<file path="src/rtl/note_sequencer_pkg.sv">
// Shared types for the note sequencer: FSM state encoding and the packed
// {period, duration} note record used as the FIFO payload.
package note_pkg;

    localparam int NOTE_PERIOD_W = 16;
    localparam int NOTE_DUR_W    = 16;

    typedef enum logic [0:0] {
        ST_IDLE = 1'b0,
        ST_PLAY = 1'b1
    } state_t;

    typedef logic [NOTE_PERIOD_W+NOTE_DUR_W-1:0] note_t;

    // Build a note record; period occupies the upper half.
    function automatic note_t pack_note(input logic [NOTE_PERIOD_W-1:0] p,
                                        input logic [NOTE_DUR_W-1:0]    d);
        return {p, d};
    endfunction

endpackage

</file>
<file path="src/rtl/note_sequencer_if.sv">
// Note write path: valid/ready handshake carrying (period, duration), plus
// the synchronous flush that aborts playback and empties the queue.
interface note_sequencer_if #(
    parameter int WIDTH     = 16,
    parameter int DUR_WIDTH = 16
);
    logic                 wr_valid;
    logic                 wr_ready;
    logic [WIDTH-1:0]     wr_period;
    logic [DUR_WIDTH-1:0] wr_duration;
    logic                 flush;

    modport master (output wr_valid, wr_period, wr_duration, flush, input wr_ready);
    modport slave  (input wr_valid, wr_period, wr_duration, flush, output wr_ready);
endinterface

</file>
<file path="src/rtl/note_sequencer_fifo.sv">
// Synchronous note FIFO. Pointers carry one extra wrap bit so full and empty
// are distinguishable without a separate counter; clear empties it at once.
module note_fifo
    import note_pkg::*;
#(
    parameter int DATA_W = $bits(note_t),
    parameter int DEPTH  = 4
) (
    input  logic                     clk,
    input  logic                     resetq,
    input  logic                     clear,
    input  logic                     push,
    input  logic                     pop,
    input  logic [DATA_W-1:0]        wdata,
    output logic [DATA_W-1:0]        rdata,
    output logic                     full,
    output logic                     empty,
    output logic [$clog2(DEPTH):0]   level
);
    localparam int AW = $clog2(DEPTH);
    localparam int PW = AW + 1;

    logic [DATA_W-1:0] mem [DEPTH];
    logic [PW-1:0]     wr_ptr_r;
    logic [PW-1:0]     rd_ptr_r;
    logic              do_push_s;
    logic              do_pop_s;

    assign full      = (wr_ptr_r[AW] != rd_ptr_r[AW]) && (wr_ptr_r[AW-1:0] == rd_ptr_r[AW-1:0]);
    assign empty     = (wr_ptr_r == rd_ptr_r);
    assign level     = wr_ptr_r - rd_ptr_r;
    assign rdata     = mem[rd_ptr_r[AW-1:0]];
    assign do_push_s = push && !full;
    assign do_pop_s  = pop && !empty;

    // Pointer update; clear wins over push/pop.
    always_ff @(posedge clk or negedge resetq) begin
        if (!resetq) begin
            wr_ptr_r <= '0;
            rd_ptr_r <= '0;
        end else if (clear) begin
            wr_ptr_r <= '0;
            rd_ptr_r <= '0;
        end else begin
            if (do_push_s) wr_ptr_r <= wr_ptr_r + PW'(1);
            if (do_pop_s)  rd_ptr_r <= rd_ptr_r + PW'(1);
        end
    end

    // Storage write; contents need no reset since empty masks them.
    always_ff @(posedge clk) begin
        if (do_push_s) mem[wr_ptr_r[AW-1:0]] <= wdata;
    end

endmodule

</file>
<file path="src/rtl/note_sequencer.sv">
// Plays queued (period, duration) notes back-to-back into the square tone
// generator, holding it in reset while idle, during rests and on the first
// cycle of each audible note so every note starts phase-aligned.
module note_sequencer
    import note_pkg::*;
#(
    parameter int WIDTH     = 16,
    parameter int DUR_WIDTH = 16,
    parameter int DEPTH     = 4,
    parameter int TICK_DIV  = 12000
) (
    input  logic                   clk,
    input  logic                   resetq,
    note_sequencer_if.slave        wr,
    output logic [WIDTH-1:0]       period,
    output logic                   sq_reset,
    output logic                   playing,
    output logic [$clog2(DEPTH):0] level
);
    localparam int NW    = WIDTH + DUR_WIDTH;
    localparam int PRE_W = (TICK_DIV > 1) ? $clog2(TICK_DIV) : 1;

    logic [NW-1:0]        head_s;
    logic [WIDTH-1:0]     head_period_s;
    logic [DUR_WIDTH-1:0] head_dur_s;
    logic                 full_s, empty_s, push_s, pop_s;
    logic                 wrap_s, last_s;

    state_t               state_r, state_s;
    logic [WIDTH-1:0]     period_r, period_s;
    logic                 sq_reset_r, sq_reset_s;
    logic                 playing_r, playing_s;
    logic [PRE_W-1:0]     presc_r, presc_s;
    logic [DUR_WIDTH-1:0] dur_r, dur_s;

    assign wr.wr_ready = !full_s && !wr.flush;
    assign push_s      = wr.wr_valid && wr.wr_ready;
    assign {head_period_s, head_dur_s} = head_s;
    assign wrap_s      = (presc_r == PRE_W'(TICK_DIV - 1));
    assign last_s      = wrap_s && (dur_r == DUR_WIDTH'(1));

    note_fifo #(.DATA_W(NW), .DEPTH(DEPTH)) u_fifo (
        .clk   (clk),
        .resetq(resetq),
        .clear (wr.flush),
        .push  (push_s),
        .pop   (pop_s),
        .wdata ({wr.wr_period, wr.wr_duration}),
        .rdata (head_s),
        .full  (full_s),
        .empty (empty_s),
        .level (level)
    );

    // Next-state logic: flush aborts, otherwise load notes and run the tick counters.
    always_comb begin
        state_s    = state_r;
        period_s   = period_r;
        sq_reset_s = sq_reset_r;
        playing_s  = playing_r;
        presc_s    = presc_r;
        dur_s      = dur_r;
        pop_s      = 1'b0;

        if (wr.flush) begin
            state_s    = ST_IDLE;
            period_s   = '0;
            sq_reset_s = 1'b1;
            playing_s  = 1'b0;
            presc_s    = '0;
            dur_s      = '0;
        end else begin
            case (state_r)
                ST_IDLE: begin
                    period_s   = '0;
                    sq_reset_s = 1'b1;
                    playing_s  = 1'b0;
                    presc_s    = '0;
                    dur_s      = '0;
                    pop_s      = !empty_s;
                    if (!empty_s && (head_dur_s != '0)) begin
                        state_s    = ST_PLAY;
                        period_s   = head_period_s;
                        dur_s      = head_dur_s;
                        playing_s  = 1'b1;
                    end else begin
                        state_s    = ST_IDLE;
                    end
                end
                ST_PLAY: begin
                    // Square stays in reset for a whole rest, released otherwise.
                    sq_reset_s = (period_r == '0);
                    presc_s    = wrap_s ? '0 : presc_r + PRE_W'(1);
                    dur_s      = wrap_s ? dur_r - DUR_WIDTH'(1) : dur_r;
                    if (last_s) begin
                        // A zero-length head is popped and dropped; we fall to idle.
                        pop_s = !empty_s;
                        if (!empty_s && (head_dur_s != '0)) begin
                            state_s    = ST_PLAY;
                            period_s   = head_period_s;
                            dur_s      = head_dur_s;
                            presc_s    = '0;
                            sq_reset_s = 1'b1;
                            playing_s  = 1'b1;
                        end else begin
                            state_s    = ST_IDLE;
                            period_s   = '0;
                            sq_reset_s = 1'b1;
                            playing_s  = 1'b0;
                            presc_s    = '0;
                            dur_s      = '0;
                        end
                    end else begin
                        state_s = ST_PLAY;
                    end
                end
                default: begin
                    state_s    = ST_IDLE;
                    period_s   = '0;
                    sq_reset_s = 1'b1;
                    playing_s  = 1'b0;
                    presc_s    = '0;
                    dur_s      = '0;
                end
            endcase
        end
    end

    // State and output registers; reset parks square in reset with period 0.
    always_ff @(posedge clk or negedge resetq) begin
        if (!resetq) begin
            state_r    <= ST_IDLE;
            period_r   <= '0;
            sq_reset_r <= 1'b1;
            playing_r  <= 1'b0;
            presc_r    <= '0;
            dur_r      <= '0;
        end else begin
            state_r    <= state_s;
            period_r   <= period_s;
            sq_reset_r <= sq_reset_s;
            playing_r  <= playing_s;
            presc_r    <= presc_s;
            dur_r      <= dur_s;
        end
    end

    assign period   = period_r;
    assign sq_reset = sq_reset_r;
    assign playing  = playing_r;

endmodule

</file>
<file path="src/flat_wrapper.sv">
// flat-port wrapper written by rule: the top's interface ports become plain ports
module note_sequencer_flat import note_pkg::*;
#(
    parameter int WIDTH     = 16,
    parameter int DUR_WIDTH = 16,
    parameter int DEPTH     = 4,
    parameter int TICK_DIV  = 12000
)
  (clk, resetq, period, sq_reset, playing, level, wr_wr_valid, wr_wr_period, wr_wr_duration, wr_flush, wr_wr_ready);
  note_sequencer_if #(.WIDTH(WIDTH), .DUR_WIDTH(DUR_WIDTH)) wr_i ();
  input  logic clk;
  input  logic resetq;
  output logic [WIDTH-1:0] period;
  output logic sq_reset;
  output logic playing;
  output logic [$clog2(DEPTH):0] level;
  input wire logic [$bits(wr_i.wr_valid)-1:0] wr_wr_valid;
  input wire logic [$bits(wr_i.wr_period)-1:0] wr_wr_period;
  input wire logic [$bits(wr_i.wr_duration)-1:0] wr_wr_duration;
  input wire logic [$bits(wr_i.flush)-1:0] wr_flush;
  output wire logic [$bits(wr_i.wr_ready)-1:0] wr_wr_ready;
  assign wr_i.wr_valid = wr_wr_valid;
  assign wr_i.wr_period = wr_wr_period;
  assign wr_i.wr_duration = wr_wr_duration;
  assign wr_i.flush = wr_flush;
  assign wr_wr_ready = wr_i.wr_ready;
  note_sequencer #(.WIDTH(WIDTH), .DUR_WIDTH(DUR_WIDTH), .DEPTH(DEPTH), .TICK_DIV(TICK_DIV)) u_core (.clk(clk), .resetq(resetq), .wr(wr_i), .period(period), .sq_reset(sq_reset), .playing(playing), .level(level));
endmodule
</file>
<file path="config.mk">
export PLATFORM = sky130hd
export DESIGN_NAME = note_sequencer_flat
export DESIGN_NICKNAME = d
export VERILOG_FILES = /design/src/rtl/note_sequencer_pkg.sv /design/src/rtl/note_sequencer_if.sv /design/src/rtl/note_sequencer_fifo.sv /design/src/rtl/note_sequencer.sv /design/src/flat_wrapper.sv
export SDC_FILE = /design/constraint.sdc
export NUM_CORES = 1
export LEC_CHECK = 0
export BUFFER_PORTS_ARGS = -buffer_cell sky130_fd_sc_hd__buf_4
export CAP_MARGIN = 30
export CORE_UTILIZATION = 30
export DETAILED_ROUTE_END_ITERATION = 8
export GPL_TIMING_DRIVEN = 0
export PLACE_DENSITY_LB_ADDON = 0.15
export SYNTH_ARGS = -nofsm -noshare
export SYNTH_HDL_FRONTEND = slang
export SYNTH_HIERARCHICAL = 1
export SYNTH_SLANG_ARGS = --single-unit
</file>
<file path="constraint.sdc">
create_clock -name clk -period 3.79 [get_ports clk]
set_input_delay 0.758 -clock clk [delete_from_list [all_inputs] [get_ports clk]]
set_output_delay 0.758 -clock clk [all_outputs]
set_load 0.005 [all_outputs]
</file>
==> impl_metrics.toml, run 1 <==
[outcome]
status = "complete, no violations"

[sta]
fin_crit_sh_pct = 81.90
maxSlewHeadroom_pct = 41.95
rsz0062_at_grt = "false"
hold_viol = 0
fin_hold_ws_ns = 0.4073
fmax_mhz = 322.2
max_slew.worst_pin.slew_ns = 0.8675
timing.final.ws_setup_ns = 0.6860
setup_viol = 0
drv_slew = 0
period_minus_slack_ns = 3.104
skew_ns = 0.01349

[setup_path]
path_common_cell = "buf_2"
crit_chain = "buf_2 -> clkbuf_1 -> mux4_2 -> nor4_1 -> and4_1 -> nor4b_4 -> buf_2 -> a22o_1"
startpoint_type = "flip-flop"
worstSetupEndpointType = "flip-flop"
cpPeakStageDelay_ns = 0.62
critPathBufInv = 3
cp_data_arrival_time_ns = 3.48
cp_max_fo = 10
critPathTopFamily = "buffers and inverters"
cp.required_ns = 4.16
worstSetupPathType = "flip-flop to flip-flop"
cp_slowest_cell = "nor4b_4"
r2r_slack_ns = 0.69

[flow_run]
drv_cap = 0

[final_layout]
multi_input_area_um2 = 2350
regArea_um2 = 5221
design_area_um2 = 9273
area_delta_synth_final_pct = 20.04
drive_above_1_share_pct = 27.69
fillCellCount = 2416
layout.nets = 601
diodes = 0

[floorplanning]
start_util_pct = 30.59
die_w_um = 162.5
die_area_um2 = 26390
core_um2 = 25250
die_h_um = 162.5
pin_count = 58
num_rows = 58

[yosys]
synthesis.nets = 521
avgSynthCellArea_um2 = 16.30
synth_edf_count = 128
synthCells = 474
async_flop_share_pct = 30.05
synthFlopType = "edfxtp_1"
synth.distinct_cells = 65
ys_ff_latch = 183
syn_area_um2 = 7725
synth-seq-area-share_pct = 67.59
yosysWarnings = 6

[clock_network]
clk_pin_slew_worst_paths_ns = 0.08
root_buffer = "clkbuf_16"
clockBufferDepth = 2
numCtsBuffers = 17
post_cts_resized = 0
cts_tree = "yes"
cts_sinks = 183
clock_latency_ns = 0.44
cts_hold_buffers = 0
cts_setup_buffers = 0
htreeDepth = 4

[global_route]
gr-total-overflow = 0
grt_max_degree = 56
grt_pass1_vias = 4684
grt_pass1_wl_um = 27260
grt_usage_pct = 13.87
antenna_found_initial = 0

[drt]
firstDrtPassIters = 4
drcViolationCount = 0
drtIter0Drc = 306
routed_wl_um = 17260
viasPerCell = 5.003
vias = 4488
postRouteAntennaNets = 0
avgRoutedWirePerCell_um = 19.24

[placed_design]
dpl.hpwl_um = 11200
post_dp_cell_area_um2 = 8651
pre_cts_ws_ns = 0.6845
gp_congestion = 0.8055
io_buffers = 57

[power]
powerDensity_nw_per_um2 = 601.0
power.leakage_uw = 0.003374
ir_drop_uv = 252.5

[worst_hold_path]
hp-class = "input pin to async pin"
==> synthesized netlist by cell type (3+ instances only) <==
cell	instances	area (um^2)
buf_4	5	37.54
a221o_1	9	90.09
a22o_1	16	140.1
xor2_1	9	78.83
nor2_1	28	105.1
nor4b_1	3	26.28
nor3_1	6	30.03
and2_1	6	37.54
o21ai_0	4	20.02
nor2b_1	3	18.77
nand2_1	18	67.56
a31oi_1	4	25.02
mux4_2	32	720.7
nand4_1	6	37.54
a21oi_1	12	60.06
o22ai_1	4	25.02
buf_2	4	20.02
nor3b_1	3	22.52
o211ai_1	3	22.52
xnor2_1	7	61.31
dfrtp_1	54	1351
nor4_1	10	62.56
a21o_1	3	22.52
and4_1	3	26.28
and3_1	4	25.02
ha_1	10	125.1
nand3_1	12	60.06
inv_1	12	45.04
edfxtp_1	128	3844
clkbuf_1	9	33.78
or3_1	4	25.02
==> worst register-to-register path, cell delays in order, from the launching register on <==
cell and delay [ns]:
dfrtp_1 0.35, buf_2 0.21, clkbuf_1 0.58, mux4_2 0.41, nor4_1 0.07, and4_1 0.25
nor4b_4 0.62, buf_2 0.39, a22o_1 0.18
==> report_power, final <==
part	total [uW]	leakage (uW)	internal, uW	switching [uW]
sequential	2420	0.00192	2300	124
combinational	1350	0.00116	630	716
clock	1810	0.000300	907	900
==> metrics by stage <==
| stage | utilization [%] | total power (uW) | TNS, ns | std cells |
|---|---|---|---|---|
| after floorplan | - | 3360 | 0 | 474 |
| after global placement | 33.92 | 3798 | -33.55 | 861 |
| after detailed placement | 34.25 | 3822 | 0 | 865 |
| after CTS | 36.72 | 5640 | 0 | 897 |
| after global routing | 36.72 | 5862 | 0 | 897 |
| final | 36.72 | 5573 | 0 | 897 |
==> cells in the final DEF, fill, tap and decap left out, types with 5 or more instances in the layout <==
master | Yosys | final
clkbuf_1 | 9 | 9
nand3_1 | 12 | 12
inv_1 | 12 | 12
ha_1 | 10 | 10
a221o_1 | 9 | 9
clkbuf_16 | 0 | 17
nor3_1 | 6 | 6
nand4_1 | 6 | 6
inv_6 | 0 | 5
edfxtp_1 | 128 | 128
nor2_1 | 28 | 28
a21oi_1 | 12 | 12
buf_4 | 5 | 62
nand2_1 | 18 | 18
clkinv_8 | 0 | 7
xnor2_1 | 7 | 7
a22o_1 | 16 | 16
xor2_1 | 9 | 9
mux4_2 | 32 | 32
nor4_1 | 10 | 10
dfrtp_1 | 54 | 54
==> layout make-up <==
cell class	count	share of cell area, %
clock inverters	15	2.118
clock buffers	17	4.588
inverters	12	0.4858
well taps	330	4.453
multi-input cells	259	25.34
repair buffers	61	5.478
flip-flops and latches	183	56.31
plain buffers	20	1.228
==> worst paths after layout <==
check | cells after the start | endpoint | start
setup reg to reg | 8 | u_core/period[12] | u_core/u_fifo/rd_ptr_r[1]
max in group asynchronous | 1 | u_core/period[2] | resetq
hold / removal | 1 | u_core/dur_r[7] | resetq
min in group clk | 1 | u_core/presc_r[0] | u_core/presc_r[0]
setup / recovery | 8 | u_core/period[12] | u_core/u_fifo/rd_ptr_r[1]
hold reg to reg | 1 | u_core/presc_r[0] | u_core/presc_r[0]
==> layer usage <==
metal	GRT usage [%]	wire length (um)	up-vias	part of all wire, %
li1	-	-	2055	-
met5	0	0	-	0
met2	21.91	8246	79	48
met4	5.146	284	0	1.6
met1	18.87	8246	2335	48
met3	2.725	478	19	2.8
==> state kept, by name (all words and copies together), names as in the netlist <==
| signal | flops |
|---|---|
| u_core/u_fifo/wr_ptr_r | 3 |
| u_core/u_fifo/mem | 128 |
| u_core/presc_r | 14 |
| u_core/period | 16 |
| u_core/playing | 1 |
| u_core/sq_reset | 1 |
| u_core/state_r | 1 |
| u_core/dur_r | 16 |
| u_core/u_fifo/rd_ptr_r | 3 |
==> kinds of logic (layout without fill, tap and decap cells) <==
logic type,after synthesis,after routing,share of synthesized area [%]
flip-flops,183,183,67.59
AND/OR/NAND/NOR,126,126,9.767
AO/OA/AOI/OAI,71,71,7.143
multiplexers,35,35,9.751
buffers and inverters,32,125,2.057
XOR/XNOR,16,16,1.814
adder cells (fa/ha/maj),11,11,1.879
Note: power is estimated with default switching activity, not from simulation.
==> inputs of run 2 (changes only) <==
==> constraint.sdc (replaced) <==
create_clock -name clk -period 2.9 [get_ports clk]
set_input_delay 0.58 -clock clk [delete_from_list [all_inputs] [get_ports clk]]
set_output_delay 0.58 -clock clk [all_outputs]
set_load 0.005 [all_outputs]
==> impl_metrics.toml, run 2 (synthesized netlist as in run 1, its figures left out) <==
[outcome]
status = "complete, no violations"

[clock_network]
htreeDepth = 4
clockBufferDepth = 2
cts_sinks = 183
cts_hold_buffers = 0
clock_latency_ns = 0.43
numCtsBuffers = 17
clk_pin_slew_worst_paths_ns = 0.07
cts_tree = "yes"
root_buffer = "clkbuf_16"

[global_route]
grt_use_met2_pct = 21.87
grt_usage_pct = 13.68
grtUsageMet1_pct = 18.38
grt_pass1_vias = 4710
grt_max_degree = 56
grt_pass1_wl_um = 26740
met3_usage_pct = 3.234
antenna_found_initial = 0
top_usage_layer = "met2"
gr-total-overflow = 0

[setup_path]
worstSetupStartpoint = "u_core/u_fifo/rd_ptr_r[0]"
worstSetupPathType = "flip-flop to flip-flop"
cp.required_ns = 3.21
crit_chain = "buf_6 -> buf_6 -> mux4_2 -> nor4_2 -> and4_4 -> nor4b_4 -> buf_4 -> a211o_1"
cp_data_arrival_time_ns = 3.08
cp_max_fo = 10
cp_slowest_cell = "mux4_2"
startpoint_type = "flip-flop"
critPathTopFamily = "simple AND/OR/NAND/NOR gates"
worstSetupEndpointType = "flip-flop"
cpPeakStageDelay_ns = 0.55
path_common_cell = "buf_6"
reg2reg_from = "u_core/u_fifo/rd_ptr_r[0]"
critPathBufInv = 3

[drt]
vias = 4454
postRouteAntennaNets = 0
avgRoutedWirePerCell_um = 18.66
routed_wl_um = 16850
drtIter0Drc = 262
drcViolationCount = 0
viasPerCell = 4.932
firstDrtPassIters = 4

[worst_hold_path]
hp-class = "input pin to async pin"

[floorplanning]
die_w_um = 162.5
num_rows = 58
pin_count = 58
start_util_pct = 30.59
die_area_um2 = 26390
die_h_um = 162.5
core_um2 = 25250

[final_layout]
layout.nets = 607
most-common-layout-cells = "edfxtp_1, buf_4, dfrtp_1, mux4_2, nor2_1"
fin_util_pct = 37.09
area_delta_synth_final_pct = 21.27
largest_reg_flops = 128
final_common_cell = "edfxtp_1"
instances_no_fill = 903
diodes = 0
drive_above_1_share_pct = 29.84

[placed_design]
gp_congestion = 0.7995
io_buffers = 57
place_inst = 863
dpl.hpwl_um = 11030

[sta]
hold_viol = 0
setup_viol = 0
fin_crit_sh_pct = 95.50
skew_ns = 0.01177
fmax_mhz = 361.1
drv_slew = 0
period_minus_slack_ns = 2.770
max_slew.worst_pin.slew_ns = 0.8488
fin_hold_ws_ns = 0.1963
maxSlewHeadroom_pct = 43.20

[flow_run]
drv_cap = 0

[power]
ir_drop_uv = 322.2
power.leakage_uw = 0.003417
powerDensity_nw_per_um2 = 768.9
run 2: worst register-to-register path: stages, from the launching register on:
cell and delay [ns]:
dfrtp_1 0.42, buf_6 0.20, buf_6 0.22, mux4_2 0.55, nor4_2 0.38, and4_4 0.32
nor4b_4 0.06, buf_4 0.21, a211o_1 0.29
run 2: power by group:
group          switching [uW]  internal (uW)  leakage, uW
clock network            1100           1150     0.000282
registers                 164           3000      0.00192
logic                     927            861      0.00122
total                    2190           5010      0.00342
run 2: area by class of cell:
class | count | area (um^2)
buffer | 18 | 118.9
clock buffer | 17 | 425.4
clock inverter | 15 | 161.4
fill | 2429 | 15890
inverter | 12 | 45.04
multi-input combinational | 261 | 2390
sequential | 183 | 5221
tap | 330 | 412.9
timing repair buffer | 67 | 593.1
run 2: path summary, 6_finish.rpt:
check	end	slack (ns)	cells after the start
min in group clk	u_core/u_fifo/mem[3][30]	0.34	1
worst min register to register	u_core/presc_r[0]	0.49	1
worst max register to register	u_core/dur_r[15]	0.13	8
worst max-delay path	u_core/dur_r[15]	0.13	8
max in group asynchronous	u_core/dur_r[1]	2.13	1
worst min-delay path	u_core/presc_r[7]	0.20	1
run 2: timing repair:
action	in CTS	in global routing
gates cloned	2	0
setup buffers	6	2
endpoints found under the setup margin	156	146
pin swaps	4	1
resized for setup	11	5
run 2: layer usage:
metal  share of wire (%)  vias up
met3                 3.0       12
li1                    -     2069
met2                  48       69
met5                   0        -
met4                0.87        0
met1                  48     2304
run 2: through the flow:
stage                     cell area, um^2  setup WS (ns)  TNS [ns]  power [uW]
final                                9368         0.1304         0        7203
after detailed placement             8626        -0.4806    -47.18        4960
after global placement               8571        -0.4726    -62.32        4940
after floorplan                      7730         0.2454         0        4391
after global routing                 9368      -0.009047  -0.01143        7574
after CTS                            9340        0.01634         0        7285
==> inputs of run 3 (changes only) <==
--- a/config.mk
+++ b/config.mk
@@ -7,7 +7,7 @@
 export LEC_CHECK = 0
 export BUFFER_PORTS_ARGS = -buffer_cell sky130_fd_sc_hd__buf_4
 export CAP_MARGIN = 30
-export CORE_UTILIZATION = 30
+export CORE_UTILIZATION = 50
 export DETAILED_ROUTE_END_ITERATION = 8
 export GPL_TIMING_DRIVEN = 0
 export PLACE_DENSITY_LB_ADDON = 0.15
@@ -15,3 +15,4 @@
 export SYNTH_HDL_FRONTEND = slang
 export SYNTH_HIERARCHICAL = 1
 export SYNTH_SLANG_ARGS = --single-unit
+export TNS_END_PERCENT = 20
==> impl_metrics.toml, run 3 (synthesized netlist as in run 1, its figures left out) <==
[power]
powerDensity_nw_per_um2 = 783.5
ir_drop_uv = 566.7
power.leakage_uw = 0.003375

[sta]
setup_tns_ns = 0
max_slew.worst_pin.slew_ns = 0.8322
fmax_mhz = 348.6
fin_crit_sh_pct = 98.92
period_minus_slack_ns = 2.869
setup_viol = 0
drv_slew = 0
rsz0062_at_grt = "true"
skew_ns = 0.01267
fin_hold_ws_ns = 0.2201
maxSlewHeadroom_pct = 44.32
hold_viol = 0

[floorplanning]
die_h_um = 126.3
die_w_um = 126.3
core_um2 = 15150
pin_count = 58
die_area_um2 = 15950
num_rows = 45
start_util_pct = 51.00

[drt]
routed_wl_um = 15470
postRouteAntennaNets = 0
firstDrtPassIters = 7
avgRoutedWirePerCell_um = 20.47
viasPerCell = 5.880
vias = 4445
drtIter0Drc = 306
drcViolationCount = 2

[final_layout]
drive_above_1_share_pct = 28.35
area_delta_synth_final_pct = 17.93
final_common_cell = "edfxtp_1"
design_area_um2 = 9110
fin_util_pct = 60.15
most-common-layout-cells = "edfxtp_1, buf_4, dfrtp_1, mux4_2, nor2_1"
layout.nets = 603
fillCellCount = 1105
diodes = 0
largest_reg_flops = 128

[clock_network]
clockBufferDepth = 2
clk_pin_slew_worst_paths_ns = 0.07
root_buffer = "clkbuf_16"
cts_tree = "yes"
cts_hold_buffers = 0
clock_latency_ns = 0.42
numCtsBuffers = 17
htreeDepth = 4
cts_sinks = 183

[setup_path]
cp.required_ns = 3.21
cp_max_fo = 10
worstSetupPathType = "flip-flop to flip-flop"
worstSetupEndpointType = "flip-flop"
cp_data_arrival_time_ns = 3.18
startpoint_type = "flip-flop"

[worst_hold_path]
hp-class = "input pin to async pin"

[placed_design]
gp_congestion = 0.8559
dpl.hpwl_um = 9910
post_dp_cell_area_um2 = 8448
io_buffers = 57

[global_route]
grt_pass1_vias = 4627
grt_pass1_wl_um = 25160
antenna_found_initial = 0
grt_max_degree = 56
grt_usage_pct = 21.12
gr-total-overflow = 0

[outcome]
status = "finished, violations left"
violations = "design-rule violations"

[flow_run]
drv_cap = 0
-- run 3: cell types whose count changed in the layout (fill, tap and decap cells not counted), moves of 2 or more --
cell	change
clkinv_8	-3
buf_12	-2
buf_2	-2
buf_4	-2
clkinv_1	+2
clkinv_2	-2
inv_6	+2
inv_8	-2
-- run 3: path summary, 6_finish.rpt --
check,from,to,slack [ns],cells past startpoint
setup / recovery,u_core/u_fifo/rd_ptr_r[0],u_core/dur_r[15],0.03,8
hold / removal,resetq,u_core/dur_r[5],0.22,1
setup reg to reg,u_core/u_fifo/rd_ptr_r[0],u_core/dur_r[15],0.03,8
hold reg to reg,u_core/presc_r[0],u_core/presc_r[0],0.49,1
max in group asynchronous,resetq,u_core/period[4],2.17,1
min in group clk,wr_wr_period[10],u_core/u_fifo/mem[3][26],0.35,1
-- run 3: metal layers --
metal  vias to the layer above  global-route usage [%]  wire length [um]
met1                      2260                   28.37              6705
met4                         0                   7.583               215
li1                       2061                       -                 -
met5                         -                       0                 0
met3                        12                   5.230               814
met2                       112                   33.80              7738
-- run 3: report_power, final --
part	leakage, uW	switching, uW	internal (uW)
combinational	0.00119	916	849
clock	0.000272	997	1200
sequential	0.00192	169	3000
total	0.00337	2080	5060
-- run 3: critical path, stage by stage (launching register included) --
cell     delay, ns
dfrtp_1       0.40
buf_4         0.23
buf_6         0.21
mux4_2        0.57
nor4_2        0.37
and4_2        0.35
nor4b_4       0.10
buf_4         0.23
a211o_1       0.29
-- run 3: layout make-up --
class | instances | area [um^2] | share of cell area [%]
flip-flops and latches | 183 | 5221 | 57.31
clock buffers | 17 | 425.4 | 4.670
inverters | 12 | 45.04 | 0.4944
plain buffers | 20 | 128.9 | 1.415
multi-input cells | 261 | 2387 | 26.21
repair buffers | 61 | 523.0 | 5.741
well taps | 188 | 235.2 | 2.582
clock inverters | 14 | 143.9 | 1.579
-- run 3: per-stage QoR --
step,power [uW],cells,setup slack [ns]
after detailed placement,4940,721,-0.4155
after global routing,7475,756,-0.1415
after CTS,7179,755,0.01077
after floorplan,4391,474,-0.08690
final,7138,756,0.03118
after global placement,4898,719,-0.9707
-- run 3: repair_timing --
item,in CTS,in global routing
cloned,2,0
endpoints found under the setup margin,149,74
pin swaps,3,1
buffers inserted,1,1
gates resized for setup,14,2
